==> config.mk <==
export PLATFORM = sky130hd
export DESIGN_NAME = imm_ext_stage
export DESIGN_NICKNAME = d
export VERILOG_FILES = /design/src/rtl/mips_pkg.sv /design/src/rtl/imm_ext_core.sv /design/src/rtl/imm_ext_stage.sv
export SDC_FILE = /design/constraint.sdc
export NUM_CORES = 1
export LEC_CHECK = 0
export BUFFER_PORTS_ARGS = -buffer_cell sky130_fd_sc_hd__buf_2
export CAP_MARGIN = 20
export CORE_MARGIN = 2
export CORE_UTILIZATION = 35
export CTS_CLUSTER_SIZE = 8
export DETAILED_ROUTE_END_ITERATION = 7
export HOLD_SLACK_MARGIN = 0.12
export PLACE_DENSITY = 0.58
export SYNTH_ARGS = -nofsm -noshare
export SYNTH_HDL_FRONTEND = slang
export SYNTH_SLANG_ARGS = --single-unit
==> constraint.sdc <==
create_clock -name clk -period 3.55 [get_ports clk]
set_input_delay 0.5325 -clock clk [delete_from_list [all_inputs] [get_ports clk]]
set_output_delay 0.5325 -clock clk [all_outputs]
set_load 0.01 [all_outputs]
==> src/rtl/mips_pkg.sv <==
// Shared decode-stage definitions for the MIPS datapath.
// Holds the immediate extension mode encodings and the default widths of the
// raw immediate field and the extended operand.
package mips_pkg;

   localparam int IMM_IN_W  = 16;
   localparam int IMM_OUT_W = 32;

   typedef enum logic [1:0] {
      IMM_SEXT  = 2'd0,
      IMM_ZEXT  = 2'd1,
      IMM_LUI   = 2'd2,
      IMM_BROFF = 2'd3
   } imm_mode_e;

endpackage : mips_pkg

==> src/rtl/imm_ext_core.sv <==
// Purely combinational immediate extender.
// Ports:
//   inst  [IN_W-1:0]  raw immediate field
//   mode  [1:0]       extension mode (SEXT, ZEXT, LUI, BROFF)
//   ext   [OUT_W-1:0] extended operand
module imm_ext_core
   import mips_pkg::*;
#(
   parameter int IN_W  = IMM_IN_W,
   parameter int OUT_W = IMM_OUT_W
) (
   input  logic [IN_W-1:0]  inst,
   input  logic [1:0]       mode,
   output logic [OUT_W-1:0] ext
);

   logic signed [IN_W-1:0]  inst_s;
   logic signed [OUT_W-1:0] sext;
   logic        [OUT_W-1:0] zext;
   logic        [OUT_W-1:0] lui;
   logic        [OUT_W-1:0] broff;

   // Signed-to-signed assignment into the wider vector replicates the sign bit.
   assign inst_s = inst;
   assign sext   = inst_s;
   assign zext   = {{(OUT_W-IN_W){1'b0}}, inst};
   // Concatenation equals (inst << (OUT_W-IN_W)) truncated to OUT_W for any legal width.
   assign lui    = {inst, {(OUT_W-IN_W){1'b0}}};
   // Word-aligned branch offset: the two top sign bits fall off the end.
   assign broff  = {sext[OUT_W-3:0], 2'b00};

   always_comb begin
      ext = sext;
      unique case (imm_mode_e'(mode))
         IMM_SEXT:  ext = sext;
         IMM_ZEXT:  ext = zext;
         IMM_LUI:   ext = lui;
         IMM_BROFF: ext = broff;
         default:   ext = sext;
      endcase
   end

endmodule : imm_ext_core

==> src/rtl/imm_ext_stage.sv <==
// Registered immediate extender for the decode stage.
// Extends the accepted immediate and keeps up to two results in a small FIFO
// so decode can stall or be flushed without losing or duplicating operands.
// Ports:
//   clk, reset            rising-edge clock, synchronous active-high reset
//   flush                 drop all buffered entries at the next edge
//   in_valid / in_ready   producer handshake (in_ready depends on state only)
//   inst [IN_W-1:0]       raw immediate field, sampled on push
//   mode [1:0]            extension mode, sampled on push
//   out_valid / out_ready consumer handshake
//   data [OUT_W-1:0]      extended operand at the buffer head
//   count [1:0]           occupancy 0..2
module imm_ext_stage
   import mips_pkg::*;
#(
   parameter int IN_W  = IMM_IN_W,
   parameter int OUT_W = IMM_OUT_W,
   parameter int DEPTH = 2
) (
   input  logic             clk,
   input  logic             reset,
   input  logic             flush,
   input  logic             in_valid,
   output logic             in_ready,
   input  logic [IN_W-1:0]  inst,
   input  logic [1:0]       mode,
   output logic             out_valid,
   input  logic             out_ready,
   output logic [OUT_W-1:0] data,
   output logic [1:0]       count
);

   if (OUT_W < IN_W + 2) begin : g_bad_width
      $error("imm_ext_stage: OUT_W must be at least IN_W+2");
   end
   if (DEPTH != 2) begin : g_bad_depth
      $error("imm_ext_stage: DEPTH must be 2");
   end

   logic [OUT_W-1:0] ext;
   logic [OUT_W-1:0] mem_q [2];
   logic [OUT_W-1:0] mem_d [2];
   logic             wr_ptr_q, wr_ptr_d;
   logic             rd_ptr_q, rd_ptr_d;
   logic [1:0]       count_q, count_d;
   logic             push, pop;

   imm_ext_core #(
      .IN_W  (IN_W),
      .OUT_W (OUT_W)
   ) u_core (
      .inst (inst),
      .mode (mode),
      .ext  (ext)
   );

   // Handshake derived from registered occupancy only
   assign in_ready  = (count_q != 2'd2);
   assign out_valid = (count_q != 2'd0);
   assign push      = in_valid & in_ready;
   assign pop       = out_valid & out_ready;
   assign data      = mem_q[rd_ptr_q];
   assign count     = count_q;

   always_comb begin
      mem_d    = mem_q;
      wr_ptr_d = wr_ptr_q;
      rd_ptr_d = rd_ptr_q;
      count_d  = count_q;
      if (flush) begin
         // Flush wins over a same-cycle push or pop; the pushed item is dropped.
         wr_ptr_d = 1'b0;
         rd_ptr_d = 1'b0;
         count_d  = 2'd0;
      end else begin
         if (push) begin
            mem_d[wr_ptr_q] = ext;
            wr_ptr_d        = ~wr_ptr_q;
         end
         if (pop) begin
            rd_ptr_d = ~rd_ptr_q;
         end
         unique case ({push, pop})
            2'b10:   count_d = count_q + 2'd1;
            2'b01:   count_d = count_q - 2'd1;
            default: count_d = count_q;
         endcase
      end
   end

   // Buffer register stage; storage is cleared on reset so data reads 0.
   always_ff @(posedge clk) begin
      if (reset) begin
         mem_q[0] <= '0;
         mem_q[1] <= '0;
         wr_ptr_q <= 1'b0;
         rd_ptr_q <= 1'b0;
         count_q  <= 2'd0;
      end else begin
         mem_q    <= mem_d;
         wr_ptr_q <= wr_ptr_d;
         rd_ptr_q <= rd_ptr_d;
         count_q  <= count_d;
      end
   end

endmodule : imm_ext_stage

==> flow_metrics.tcl, run 1 <==
set metrics [dict create \
    p_leak_nw 1.44 \
    placementRows 36 \
    fp.dieArea_um2 10600 \
    clock_sinks 68 \
    ys.warnings.count 0 \
    cts_inserted_buffers 9 \
    timing.final.crit_period_ps 2220 \
    synth-edff-count 0 \
    grt.overflow.total 0 \
    portBuffers 58 \
    antenna_found_initial 0 \
    synth_flop_cell "dfxtp_1" \
    slew_headroom_pct 51.4 \
    crit_type "reg2out" \
    synthArstFlopShare_pct 0 \
    netlist-cell-type-count 34 \
    grt_max_degree 52 \
    r2r_cells 5 \
    critPathCaptureType "primary output" \
    crit_arrival_ps 1690 \
    cts_tree "done" \
    crit_buf_inv 2 \
    final_antenna_net_count 0 \
    dp_hpwl_um 5690 \
    avgSynthCellArea_um2 10.2 \
    tightest_slew_ps 730 \
    root_buffer "clkbuf_8" \
    peakVddDrop_uv 136 \
    grt_use_total_pct 16.0 \
    synth_nets 360 \
    num_vias 2547 \
    pwr_density_cell_nw_per_um2 440 \
    max_freq_ghz 0.450 \
    seqCellArea_um2 1360 \
    clock_path_buffers 2 \
    slew_violations 0 \
    drive_gt1_share_pct 47.4 \
    rsz0062_at_grt "false" \
    ios 59 \
    clock_latency_ps 340 \
    n_fill_cell 997 \
    yosys_register_bits 68 \
    dieWidth_um 103 \
    min_path_type "in2reg" \
    hold_buffers 0 \
    crit_slowest_cell "buf_4" \
    gp_congestion 0.723 \
    r2r_slack_ps 1560 \
    finish.instance_area_um2 3940 \
    place_area_um2 3740 \
    ys_seq_area_share_pct 39.6 \
    status "finished clean" \
    cts.clk_slew.worst_paths_ps 70 \
    min_to "rd_ptr_q" \
    timing.rr.start "count[0]" \
    crit_cells 3 \
    wl_um 8120 \
    grt_pass1_wl_um 12900 \
    fin_hold_ws_ps 439 \
    first_pass_iters 4 \
    crit_required_ps 3020 \
    grt_pass1_vias 2482 \
    antenna_cells 0 \
    tns_ps 0 \
    wl_per_cell_um 15.8 \
    multi_input_area_um2 1860 \
    crit_family "buffers and inverters" \
    crit_chain "buf_4 -> mux2_2 -> buf_2" \
    timing.rr.end "mem_q[59]" \
    routed_via_density 4.95 \
    die_h_um 103 \
    drv_cap 0 \
    netlist_area_um2 3440 \
    final_common_cell "dfxtp_1" \
    cts-htree-levels 3 \
    fin_skew_ps 8.72 \
    layout.nets 402 \
    crit_fanout 32 \
    cpPeakStageDelay_ps 420 \
    synth_cells 336 \
    final_cell_mix "dfxtp_1 (68), nor2_1 (58), buf_2 (57), a211oi_2 (55), mux2_2 (32)" \
    ctsResizeCount 0 \
    cts_post_setup_buffers_inserted 0 \
    start_util_pct 35.7 \
    holdCritStartpoint "flush" \
    coreArea_um2 9640 \
    area_growth_pct 14.4 \
    drc 0 \
    finalSetupViolCount 0 \
    drt-initial-drc-count 88 \
    hold-path-cell-count 2 \
    period_share_pct 62.5 \
    startpoint_type "register" \
    hold_violations 0 \
]
report_power, final:
part / leakage (nW) / internal, W / switching [W]
Clock: 0.0979 / 0.000336 / 0.000294
Combinational: 0.788 / 0.000115 / 0.000169
Sequential: 0.554 / 0.000799 / 0.0000183
state kept, by name, indices dropped and copies added, names as in the netlist:
name	flops
mem_q	64
wr_ptr_q	1
count	2
rd_ptr_q	1
synthesized netlist by cell type, types with 6 or more instances:
master | instances | share of area [%]
a211oi_2 | 55 | 20
dfxtp_1 | 68 | 40
buf_4 | 6 | 1.3
clkbuf_1 | 10 | 1.1
nor2b_1 | 12 | 2.2
buf_6 | 9 | 2.9
nor2_1 | 58 | 6.3
nand2_1 | 11 | 1.2
a21oi_2 | 10 | 2.5
a21oi_1 | 24 | 3.5
mux2_2 | 32 | 10
buf_2 | 7 | 1.0
through the flow:
step	setup WS [ps]	cells	power, W	util [%]
floorplan	1930	336	0.00104	-
detailed placement	1220	500	0.00112	38.8
finish	1330	515	0.00173	40.8
global route	1250	515	0.00181	40.8
global placement	1310	500	0.00112	38.8
CTS	1280	515	0.00175	40.8
logic make-up after synthesis:
group | share of synthesized area [%]
buf+inv | 6.36
flops | 39.6
fa+ha+maj | 0.364
compound gates | 26.9
simple gates | 14.8
mux | 10.8
xor+xnor | 1.27
metal layers:
metal	up-vias	part of all wire, %	track usage [%]
met3	11	3.7	2.85
met4	0	1.8	7.09
met2	44	47	25.4
met1	1216	47	21.2
met5	-	0	0
li1	1276	-	-
layout make-up:
cell class                      instances  share of cell area, %
Clock buffer                           10                   3.50
Clock inverter                          5                   1.34
Multi-Input combinational cell        236                   47.3
Sequential cell                        68                   34.6
Tap cell                              133                   4.23
Timing Repair Buffer                   63                   9.03
worst max-delay path by stage:
stage / from / end / slack (ps)
after floorplan: rd_ptr_q / data[22] / 1930
after global placement: mode[1] / mem_q[18] / 1310
after detailed placement: mode[1] / mem_q[17] / 1220
after CTS: rd_ptr_q / data[19] / 1280
after global routing: rd_ptr_q / data[19] / 1250
final: rd_ptr_q / data[19] / 1330
No activity file was read; power rests on OpenSTA's default activity.
==> run 2: changes to the inputs <==
--- a/config.mk
+++ b/config.mk
@@ -5,6 +5,7 @@
 export SDC_FILE = /design/constraint.sdc
 export NUM_CORES = 1
 export LEC_CHECK = 0
+export ABC_AREA = 1
 export BUFFER_PORTS_ARGS = -buffer_cell sky130_fd_sc_hd__buf_2
 export CAP_MARGIN = 20
 export CORE_MARGIN = 2
==> constraint.sdc (replaced) <==
create_clock -name clk -period 2.1 [get_ports clk]
set_input_delay 0.315 -clock clk [delete_from_list [all_inputs] [get_ports clk]]
set_output_delay 0.315 -clock clk [all_outputs]
set_load 0.01 [all_outputs]
==> run 2 against run 1 <==
  * Clock power is 60% higher
  * Combinational power is 60% higher
  * Register-to-register slack worse by 1100 ps
  * Flip-flop and latch count stayed put
  * Global-route usage is 0.66 points higher
  * Utilization is 0.63 points higher
  * Sequential power is 68% higher
  * Wire length is 6.8% higher
  * Critical endpoint is now data[13]
  * Power is 64% higher
  * Area after synthesis is 4.2% higher
  * Largest power group unchanged
==> flow_metrics.tcl, run 2 <==
set metrics [dict create \
    status "finished clean" \
    placementRows 36 \
    grt_max_degree 67 \
    netlist-cell-type-count 21 \
    place_ws_ps 421 \
    cp-endpoint "data[13]" \
    slew_violations 0 \
    layout.nets 662 \
    hold_buffers 0 \
    die_h_um 105 \
    power_w 0.00284 \
    period_share_pct 78.8 \
    start_util_pct 36.3 \
    cts_inserted_buffers 9 \
    hold_violations 0 \
    netlist_area_um2 3580 \
    ios 59 \
    wl_um 8670 \
    synth_cells 599 \
    clock_sinks 68 \
    hold-path-cell-count 2 \
    synth.most_common_cell "nand2_1" \
    fin_skew_ps 11.4 \
    final_common_cell "nand2_1" \
    cts_post_setup_buffers_inserted 0 \
    portBuffers 58 \
    dp.cells 760 \
    root_buffer "clkbuf_8" \
    regMostFlops "mem_q" \
    netlist_top_cells_area "dfxtp_1 (38%), nand2_1 (20%), nor2_1 (14%)" \
    timing.rr.end "mem_q[61]" \
    slew_headroom_pct 52.3 \
    crit_arrival_ps 1340 \
    yosys.area.top_type "dfxtp_1" \
    final_core_util_pct 41.5 \
    synth_common_cells "nand2_1 (192), nor2_1 (138), inv_1 (72)" \
    ys_seq_area_share_pct 38.0 \
    p_leak_nw 2.23 \
    area_growth_pct 14.1 \
    routed_via_density 4.34 \
    grt_use_total_pct 16.6 \
    synth-edff-count 0 \
    synth_nets 623 \
    timing.rr.start "count[0]" \
    final_antenna_net_count 0 \
    first_pass_iters 4 \
    dp_hpwl_um 5900 \
    r2r_slack_ps 460 \
    drive_gt1_share_pct 12.9 \
    min_path_type "in2reg" \
    rsz0062_at_grt "false" \
    cts_tree "done" \
    antenna_found_initial 0 \
    synth_flop_cell "dfxtp_1" \
    clock_latency_ps 350 \
    worst_slack_ps 445 \
    timing.final.crit_period_ps 1660 \
    drt-initial-drc-count 224 \
    finalSetupViolCount 0 \
    coreArea_um2 9860 \
    peakVddDrop_uv 210 \
    startpoint_type "register" \
    crit_fanout 66 \
    n_fill_cell 1065 \
    worstSetupStartpoint "rd_ptr_q" \
    avgSynthCellArea_um2 5.98 \
    grt_pass1_wl_um 14900 \
    r2r_cells 6 \
    antenna_cells 0 \
    final_cell_mix "nand2_1 (192), nor2_1 (138), inv_1 (72), dfxtp_1 (67), buf_2 (58)" \
    clock_path_buffers 2 \
    max_freq_ghz 0.604 \
    wl_per_cell_um 11.2 \
    instances_no_fill 776 \
    critPathCaptureType "primary output" \
    ctsResizeCount 0 \
    drv_cap 0 \
    largest_register_ff_count 64 \
    tns_ps 0 \
    dieWidth_um 105 \
    yosys_register_bits 68 \
    gp_congestion 0.795 \
    cts-htree-levels 3 \
    grt.overflow.total 0 \
    pwr_density_cell_nw_per_um2 693 \
    tightest_slew_ps 715 \
    fp.dieArea_um2 11100 \
    drc 0 \
    cts.clk_slew.worst_paths_ps 60 \
    crit_required_ps 1780 \
    grt_pass1_vias 3068 \
    num_vias 3371 \
    synthArstFlopShare_pct 0 \
    crit_type "reg2out" \
    ys.warnings.count 0 \
    synth_top_area_share_pct 38.0 \
]
==> run 2: cell count changes in the layout (fill, tap and decap cells not counted), sizes merged, moves of 36 or more <==
cell	delta
inv	+74
o21ai	+36
nand3	+44
a211oi	-56
nor2	+80
nand2	+182
==> run 2: cell families (layout without fill, tap and decap cells) <==
group	count (synthesis)	after routing	share of synthesized area, %
adders and majority gates	1	1	0.349
and+or+nand+nor	380	380	42.5
AOI/OAI and AO/OA	40	40	5.69
DFF	68	68	38.0
buffers and inverters	109	153	13.3
xor gates and xnor gates	1	1	0.244
==> run 2: layout make-up <==
cell class	instances	area, um2	area share, %
Multi-Input combinational cell	422	1750	42.7
Clock buffer	15	176	4.31
Inverter	74	278	6.79
Timing Repair Buffer	63	353	8.63
Clock inverter	1	5.00	0.122
Tap cell	133	166	4.07
Sequential cell	68	1360	33.3
==> run 2: worst max-delay path, stage by stage (launching register included) <==
cell and delay, ps:
dfxtp_2 320, buf_12 190, o21ai_0 290, buf_2 190
==> run 2: routing by layer <==
metal,track usage [%],part of all wire (%)
met1,22.7,51
met2,25.6,45
met3,2.81,2.7
met4,7.43,1.5
met5,0,0
==> run 2: worst min path at each step <==
stage,from,endpoint,slack [ps]
after global placement,wr_ptr_q,wr_ptr_q,500
final,reset,count[0],180
after detailed placement,mem_q[21],mem_q[21],500
after CTS,reset,count[0],160
after global routing,reset,count[0],170
after floorplan,reset,count[0],390
==> run 2: stage by stage <==
stage                     area, um2  hold slack (ps)
final                          4090              178
after global routing           4090              167
after global placement         3910              495
after floorplan                3580              392
after CTS                      4090              163
after detailed placement       3910              500
==> run 2: power breakdown <==
part | internal, W | leakage, nW | switching, W
clock network | 0.000526 | 0.0937 | 0.000481
registers | 0.00135 | 0.556 | 0.0000218
logic | 0.000158 | 1.58 | 0.000296
total | 0.00204 | 2.23 | 0.000799
==> run 3: changes to the inputs <==
--- a/config.mk
+++ b/config.mk
@@ -5,7 +5,7 @@
 export SDC_FILE = /design/constraint.sdc
 export NUM_CORES = 1
 export LEC_CHECK = 0
-export ABC_AREA = 1
+export ABC_AREA = 0
 export BUFFER_PORTS_ARGS = -buffer_cell sky130_fd_sc_hd__buf_2
 export CAP_MARGIN = 20
 export CORE_MARGIN = 2
==> constraint.sdc (replaced) <==
create_clock -name clk -period 1.7 [get_ports clk]
set_input_delay 0.255 -clock clk [delete_from_list [all_inputs] [get_ports clk]]
set_output_delay 0.255 -clock clk [all_outputs]
set_load 0.01 [all_outputs]
==> run 3 against run 2 <==
  * Flip-flop and latch count is the same
  * Setup slack lost 410 ps
  * Wire length down 6.2%
  * Worst hold slack worse by 18 ps
  * Combinational power rose by 38%
  * Sequential share of layout area fell by 0.26 points
  * Utilization increased by 1.4 points
  * Critical path depth unchanged
  * Global-route usage decreased by 0.87 points
  * Via count shrank 24%
==> flow_metrics.tcl, run 3 (synthesis gave the netlist of run 1 again) <==
set metrics [dict create \
    clock_latency_ps 340 \
    multi_input_area_um2 1870 \
    fin_skew_ps 6.14 \
    grt.overflow.total 0 \
    min_path_type "in2reg" \
    gp_congestion 0.712 \
    finalSetupViolCount 0 \
    crit_cells 3 \
    ios 59 \
    timing.rr.start "count[0]" \
    seqCellArea_um2 1370 \
    tns_ps 0 \
    cpPeakStageDelay_ps 380 \
    cts_tree "done" \
    fp.dieArea_um2 10600 \
    dieWidth_um 103 \
    timing.rr.end "count[1]" \
    rsz0062_at_grt "false" \
    r2r_cells 6 \
    worst_slack_ps 32.5 \
    die_h_um 103 \
    crit_chain "buf_12 -> mux2_2 -> buf_2" \
    cts_inserted_buffers 9 \
    period_share_pct 98.1 \
    final_cell_mix "dfxtp_1 (67), nor2_1 (58), buf_2 (57), a211oi_2 (55), mux2_2 (31)" \
    antenna_found_initial 0 \
    crit_slowest_cell "dfxtp_4" \
    place_area_um2 3860 \
    cts.clk_slew.worst_paths_ps 80 \
    grt_pass1_vias 2588 \
    pwr_density_cell_nw_per_um2 962 \
    drc 0 \
    fin_hold_ws_ps 160 \
    crit_type "reg2out" \
    grt_pass1_wl_um 12800 \
    crit_fanout 16 \
    wl_um 8130 \
    slew_headroom_pct 75.2 \
    final_common_cell "dfxtp_1" \
    coreArea_um2 9640 \
    crit_arrival_ps 1410 \
    hold_violations 0 \
    first_pass_iters 4 \
    portBuffers 58 \
    min_to "rd_ptr_q" \
    layout.nets 409 \
    num_vias 2557 \
    slew_violations 0 \
    hold-path-cell-count 2 \
    antenna_cells 0 \
    root_buffer "clkbuf_8" \
    cts-htree-levels 3 \
    drt-initial-drc-count 78 \
    dp_hpwl_um 5800 \
    area_growth_pct 20.0 \
    holdCritStartpoint "flush" \
    regMostFlops "mem_q" \
    largest_register_ff_count 64 \
    drv_cap 0 \
    n_fill_cell 983 \
    grt_max_degree 38 \
    crit_required_ps 1440 \
    timing.final.crit_period_ps 1670 \
    final_antenna_net_count 0 \
    crit_family "flip-flops" \
    wl_per_cell_um 15.5 \
    p_leak_nw 1.53 \
    max_freq_ghz 0.600 \
    placementRows 36 \
    peakVddDrop_uv 488 \
    start_util_pct 35.7 \
    clock_path_buffers 2 \
    r2r_slack_ps 140 \
    crit_buf_inv 2 \
    cts_post_setup_buffers_inserted 0 \
    tightest_slew_ps 372 \
    routed_via_density 4.89 \
    critPathCaptureType "primary output" \
    grt_use_total_pct 15.8 \
    startpoint_type "register" \
    clock_sinks 68 \
    place_ws_ps 142 \
    drive_gt1_share_pct 48.7 \
    status "finished clean" \
    finish.instance_area_um2 4130 \
]
## run 3: cell count changes in the layout (fill, tap and decap cells not counted), sizes merged, moves of 7 or more
cell and change:
nand2 -182, nor2 -80, inv -74, a211oi +56, nand3 -44, o21ai -36, a21oi +32, mux2 +32
nor2b +13, buf +7
## run 3: power breakdown
part / internal, W / leakage [nW] / switching [W]
Combinational: 0.000265 / 0.847 / 0.000360
Clock: 0.000984 / 0.124 / 0.000659
Sequential: 0.00167 / 0.555 / 0.0000384
## run 3: per-stage QoR
| stage | cells | utilization (%) | total power, W |
|---|---|---|---|
| 5_1_grt | 523 | 42.8 | 0.00415 |
| 2_1_floorplan | 336 | - | 0.00218 |
| 4_1_cts | 523 | 42.8 | 0.00402 |
| 3_3_place_gp | 507 | 40.0 | 0.00235 |
| 3_5_place_dp | 507 | 40.0 | 0.00237 |
| 6_report | 523 | 42.8 | 0.00397 |
## run 3: what timing repair did
item,in CTS,in global routing
setup endpoints to repair,19,1
hold buffers,0,0
cloned,0,0
gates resized for setup,5,1
## run 3: worst max path at each step
stage | startpoint | end | slack, ps
6_report | rd_ptr_q | data[11] | 30
5_1_grt | rd_ptr_q | data[11] | 1
4_1_cts | rd_ptr_q | data[22] | 4
3_5_place_dp | count[0] | count[1] | 140
3_3_place_gp | count[0] | count[1] | 170
2_1_floorplan | count[1] | count[1] | 80
## run 3: cell type report
class	count	share of cell area, %
multi-input combinational	236	45.2
clock inverter	7	3.03
clock buffer	9	3.00
timing repair buffer	70	11.7
sequential	68	33.1
tap	133	4.03
## run 3: per-layer routing
layer  wire length (um)  up-vias  global-route usage, %
met1               3810     1214                   20.6
met2               3910       39                   25.6
li1                   -     1292                      -
met5                  0        -                      0
met3                270       12                   2.64
met4                138        0                   6.78
